$ cat src/rtl/botrom_loader.sv
// botrom_loader: frames a host byte stream into sequential bottom-ROM writes and verifies an additive checksum.
// Optional idle-timeout while loading is enabled by defining BOTROM_LOADER_TIMEOUT_EN.
module botrom_loader #(
    parameter int unsigned          ADDR_W  = 12,
    parameter int unsigned          DATA_W  = 8,
    parameter logic [DATA_W-1:0]    SYNC    = 8'h55,
    parameter int unsigned          TIMEOUT = 1000
) (
    input  logic              clk,
    input  logic              reset,
    input  logic [DATA_W-1:0] in_data,
    input  logic              in_valid,
    output logic              in_ready,
    input  logic              clear,
    input  logic              abort,
    output logic              wr_en,
    output logic [ADDR_W-1:0] wr_addr,
    output logic [DATA_W-1:0] wr_data,
    output logic              busy,
    output logic              done,
    output logic              error,
    output logic [1:0]        err_cause
);
    typedef enum logic [2:0] {IDLE, LOAD, CHECK, DONE, ERR} state_t;
    state_t            state;
    logic [ADDR_W-1:0] cnt;
    logic [DATA_W-1:0] sum;
    logic [DATA_W-1:0] total;
    logic              active;
    logic              acc;
    assign active   = state == LOAD || state == CHECK;
    assign in_ready = state == IDLE || active;
    assign busy     = active;
    assign done     = state == DONE;
    assign error    = state == ERR;
    assign total    = sum + in_data;
    // abort wins over a byte offered in the same cycle
    assign acc      = in_valid && in_ready && !(active && abort);
`ifdef BOTROM_LOADER_TIMEOUT_EN
    localparam int unsigned TW = $clog2(TIMEOUT + 1);
    logic [TW-1:0] tcnt;
    logic          expired;
    assign expired = active && !acc && tcnt == TW'(TIMEOUT - 1);
    always_ff @(posedge clk or negedge reset) begin
        if (!reset)
            tcnt <= '0;
        else
            tcnt <= (!active || acc) ? '0 : tcnt + 1'b1;
    end
`else
    logic expired;
    assign expired = 1'b0;
`endif
    always_ff @(posedge clk or negedge reset) begin
        if (!reset) begin
            state     <= IDLE;
            cnt       <= '0;
            sum       <= '0;
            wr_en     <= 1'b0;
            wr_addr   <= '0;
            wr_data   <= '0;
            err_cause <= 2'b00;
        end else begin
            wr_en <= 1'b0;
            if (active && abort) begin
                state     <= ERR;
                err_cause <= 2'b10;
            end else if (expired) begin
                state     <= ERR;
                err_cause <= 2'b11;
            end else if ((state == DONE || state == ERR) && clear) begin
                state     <= IDLE;
                cnt       <= '0;
                sum       <= '0;
                err_cause <= 2'b00;
            end else if (acc) begin
                case (state)
                    IDLE: if (in_data == SYNC) begin
                        state <= LOAD;
                        sum   <= '0;
                    end
                    LOAD: begin
                        wr_en   <= 1'b1;
                        wr_addr <= cnt;
                        wr_data <= in_data;
                        cnt     <= cnt + 1'b1;
                        sum     <= total;
                        if (&cnt) state <= CHECK;
                    end
                    CHECK: begin
                        state     <= (total == '0) ? DONE : ERR;
                        err_cause <= (total == '0) ? 2'b00 : 2'b01;
                    end
                    default: ;
                endcase
            end
        end
    end
endmodule
$ cat config.mk
export PLATFORM = sky130hd
export DESIGN_NAME = botrom_loader
export DESIGN_NICKNAME = d
export VERILOG_FILES = /design/src/rtl/botrom_loader.sv
export SDC_FILE = /design/constraint.sdc
export NUM_CORES = 1
export LEC_CHECK = 0
export CORE_MARGIN = 2
export CORE_UTILIZATION = 58
export CTS_BUF_LIST = sky130_fd_sc_hd__clkbuf_8
export DETAILED_ROUTE_END_ITERATION = 7
export HOLD_SLACK_MARGIN = 0.15
export PLACE_DENSITY = 0.86
export SLEW_MARGIN = 10
export SYNTH_ARGS = -nofsm -noshare
export SYNTH_HDL_FRONTEND = slang
export SYNTH_SLANG_ARGS = --single-unit
$ cat constraint.sdc
create_clock -name clk -period 5.6 [get_ports clk]
set_input_delay 1.12 -clock clk [delete_from_list [all_inputs] [get_ports clk]]
set_output_delay 1.12 -clock clk [all_outputs]
set_load 0.01 [all_outputs]
Word-level counts from Yosys, hierarchy flattened
Cells that the tools add are included.
{ "classes": {"add_sub_neg": 2, "n_eq_ne": 8, "muxes": 23, "bitwise_logic": 2, "n_reduce_logical": 22} }
{ "op_table": {"columns": ["cell", "n"], "rows": [
  ["two-way mux 12 bit", 3],
  ["two-way mux 8 bit", 3],
  ["two-way mux 3 bit", 6],
  ["case mux 8 bit (2 select lines)", 1],
  ["adder 12 x 1 -> 12 bit, second input constant", 1],
  ["AND reduction 12 bit", 1],
  ["AND reduction 4 bit", 3],
  ["case mux 3 bit (3 select lines)", 1],
  ["nonzero test 3 bit", 3],
  ["adder 8 bit", 1],
  ["equality test 8 x 7 -> 1 bit, second input constant", 1],
  ["zero test 8 bit", 1],
  ["two-way mux 2 bit", 4],
  ["!= test 4 x 1 -> 1 bit, second input constant", 2],
  ["equality test 3 x 2 -> 1 bit, second input constant", 2],
  ["two-way mux 1 bit", 5],
  ["nonzero test 5 bit", 1],
  ["logical AND 1 bit", 4],
  ["nonzero test 2 bit", 2],
  ["equality test 3 x 1 -> 1 bit, second input constant", 1],
  ["equality test 3 bit, second input constant", 1],
  ["zero test 3 bit", 1],
  ["logical OR 1 bit", 3],
  ["!= test 3 x 1 -> 1 bit, second input constant", 1],
  ["4 further kinds", 5]
]} }
{ "totals": {"ff_bits": 46, "input_bits": 13, "output_inout_bits": 27, "elab_cells": 64} }

Longest topological paths before layout
{ "depth": {"ltp_word": 8, "ltp_mapped": 7, "depth_no_buf": 7} }

Worst setup path after synthesis
OpenSTA, ideal clock, no wires.
{ "synth_timing": {"path_kind": "input -> register", "from": "input in_data[0]", "to": "register state[2]", "setup_time_ns": 0.137, "arrival_time_ns": 2.745, "required_ns": 5.463, "path_slack_ns": 2.718, "stages": 7, "path_buffers": 0, "cell_sequence": "ha_1 fa_1 a211oi_2 o21ba_2 o221ai_2 nor4_4 o211ai_1"} }
{ "synth_via": {"elab_chain_len": 7, "elab_cells_between_ends": 10, "cone_classes": "1 x add/sub; 2 x eq/ne; 5 x mux; 2 x reduce/logical"} }
{ "synth_lines": {"columns": ["element", "line", "rtl"], "rows": [
  ["from (decl)", "11", "input logic [DATA_W-1:0] in_data,"],
  ["adder 8 bit", "36", "assign total = sum + in_data;"],
  ["zero test 8 bit", "91", "state <= (total == '0) ? DONE : ERR;"],
  ["two-way mux 3 bit", "91", null],
  ["case mux 3 bit (3 select lines)", "77", "case (state)"],
  ["two-way mux 3 bit", "76", "end else if (acc) begin"],
  ["two-way mux 3 bit", "71", "end else if ((state == DONE || state == ERR) && clear) begin"],
  ["two-way mux 3 bit", "65", "if (active && abort) begin"],
  ["to (signal assigned)", "91", null],
  ["to (decl)", "25", "state_t state;"]
]} }
Several ways; a longest one is shown, not always the timed one. The select of a mux whose other input is x is not followed.
A chain may end at the register's enable or synchronous reset.

Final worst setup path
{ "layout_timing": {"from": "input in_data[0]", "to": "register state[1]"} }
The elaborated chain is that of the path after synthesis.

==> out/metrics.cfg <==
[status]
outcome=finished clean

[finish]
drive_gt1_share_pct=6.27
area_growth_pct=20.5
final_nets=324
postLayoutCoreUtil_pct=73.1
diodes=0

[timing]
hold_viol_final=0
finalSetupViolCount=0
post-route-period-util_pct=59.3
rsz0062_at_grt=no
final_max_slew_viol_count=0
fin_crit_ps=3320
tns_ps=0
fin_skew_ps=5.44
tightest_slew_ps=1020
maxSlewHeadroom_pct=32.2
max_freq_ghz=0.301

[pwr]
switching_power_uw=484
p_sw_share_pct=38.7
clkPwrFrac_pct=16.0
p_per_area_nw_per_um2=425
combPwrFrac_pct=44.9
p_int_uw=766
pwr-share-seq_pct=39.1
peakVddDrop_uv=310
leakagePower_uw=0.00137

[floorplan]
dieArea_um2=4750
rows=23
pin_count=40
core-area_um2=4030
die_w_um=68.9
die_h_um=68.9
initial_core_util_pct=60.7

[clocking]
cts_setup_buffers=0
clk_latency_ps=300
ctsHoldBuffers=0
cts_tree=done
cts.sinks=46
cts_max_level=2
cts_buffers=5
ctsResizeCount=0
cts.reportedPaths.clkPinSlew_ps=90
clockBufferDepth=2
clock-root-buffer=clkbuf_8

[critical_path]
crit_fanout=4
critPathSlowestCell=clkdlybuf4s50_1
cp-start-kind=input pin
max_stage_delay_ps=460
crit_path_cell_trace=clkdlybuf4s50_1 > ha_1 > fa_1 > a211oi_2 > nor4b_1 > nand4b_1 > nor4_4 > a311o_1
critical_path_class=input pin to flip-flop
arrival_ps=3560
crit_path_end_kind=flip-flop
worstPathRequired_ps=5840

[grt]
antenna_found_initial=0
grt_pass1_wl_um=8960
grt_max_degree=47
grt_usage_pct=25.9
grt-ovfl-total=0
grt_pass1_vias=1958

[routing]
dr.pass1.iters=4
first_iter_violations=161
wire_per_inst_um=15.6
wirelength_um=5500
routed_via_density=5.92
drcViolationCount=0
vias=2090
antenna_left=0

[yosys]
yosys.area.top_type=dfrtp_1
ys_seq_area_share_pct=47.1
synth_cell_type_count=48
synth_area_per_cell_um2=9.26
synth_top_area_share_pct=47.1
synthArstFlopShare_pct=100
synthesis.area_um2=2440
ys_top_cells_by_area=dfrtp_1 (47%), nand2_1 (11%), ha_1 (4.1%), nor2_1 (3.2%), xor2_1 (3.2%)
synthCells=264
yosys_warnings=0
ys_ff_latch=46
synth_nets=286
synth_enable_flop_cells=0
synth-main-ff-cell=dfrtp_1

[hold_path]
min_path_type=flip-flop to flip-flop

[run]
max_cap_viol_count=0

[placement]
place_congestion=0.843
hpwl_um=3730
portBuffers=39

==> stage by stage <==
step / cells / total power, µW / area [µm²] / hold WS (ps) / worst slack, ps
final: 353 / 1250 / 2940 / 480 / 2280
after global routing: 353 / 1340 / 2940 / 505 / 2110
after CTS: 353 / 1250 / 2940 / 483 / 2270
after detailed placement: 345 / 1050 / 2860 / 462 / 2000
after global placement: 345 / 1030 / 2860 / 458 / 2100
after floorplan: 264 / 842 / 2440 / 454 / 2720
==> synth_stat cells, types with 2 or more instances <==
cell / instances
a211oi_1: 2
a211oi_2: 2
a21o_1: 4
a21oi_1: 7
a22o_1: 6
and3_1: 2
and3b_1: 3
buf_2: 3
clkbuf_1: 6
dfrtp_1: 46
ha_1: 8
inv_1: 5
nand2_1: 70
nand3_1: 5
nand4_1: 3
nand4b_1: 2
nor2_1: 21
nor3_1: 7
nor3b_1: 2
nor4b_1: 2
o2111ai_1: 2
o211ai_1: 5
o21a_1: 2
o21ai_0: 12
o21ba_2: 2
or3_1: 3
xnor2_1: 3
xor2_1: 9
==> area by class of cell <==
cell class	count	area (µm²)
sequential	46	1150
fill	303	1080
inverter	5	18.8
clock inverter	3	17.5
multi-input combinational	203	1220
tap	50	62.6
timing repair buffer	41	400
clock buffer	5	68.8
==> worst paths after layout <==
path	cells past startpoint	to	slack, ps	start
worst max-delay path	8	state[1]	2280	in_data[0]
worst min-delay path	2	wr_addr[7]	480	wr_addr[7]
worst max register to register	8	cnt[9]	3090	state[0]
worst min register to register	2	wr_addr[7]	480	wr_addr[7]
max in group asynchronous	1	wr_data[5]	3980	reset
min in group asynchronous	1	wr_addr[2]	980	reset
==> power by group through the flow <==
stage	clock, µW	sequential [µW]	combinational, µW
floorplan	0	492	350
global placement	0	493	536
detailed placement	0	494	552
CTS	204	489	561
global route	216	503	619
finish	200	489	561
==> placed cells by master (no fill, tap or decap), types with 3 or more instances in the layout <==
cell type,n
clkbuf_8,5
nor3_1,7
o21ai_0,12
a21o_1,4
inv_1,6
and3b_1,3
a21oi_1,7
dfrtp_1,46
xnor2_1,3
ha_1,8
xor2_1,9
nand4_1,3
o211ai_1,5
a22o_1,6
or3_1,3
nand2_1,70
nor2_1,21
nand3_1,5
clkdlybuf4s50_1,38
==> registers in the layout, indices dropped and copies added, names as in the netlist <==
register	cells
cnt	12
err_cause	2
state	3
sum	8
wr_addr	12
wr_data	8
wr_en	1
==> routing by layer <==
metal  vias to the layer above  track usage [%]  routed length, µm
li1                        995                -                  -
met1                      1007             32.5               2240
met2                        73             44.7               2870
met3                        15             4.22                291
met4                         0             10.3                 98
met5                         -                0                  0
==> cells by family (layout without fill, tap and decap cells) <==
logic type | after synthesis | after routing | synth area share, %
compound gates | 55 | 55 | 16.5
xor+xnor | 12 | 12 | 4.30
fa+ha+maj | 9 | 9 | 4.92
buf+inv | 15 | 54 | 2.76
flops | 46 | 46 | 47.1
mux | 1 | 1 | 0.461
simple gates | 126 | 126 | 24.0
==> critical path: cells and delay by family <==
kind	cells	cell delay (ps)
AO/OA/AOI/OAI	2	530
adder cells (fa/ha/maj)	2	690
buffers and inverters	1	460
AND/OR/NAND/NOR	3	760
Power figures use the tool's default switching activity.
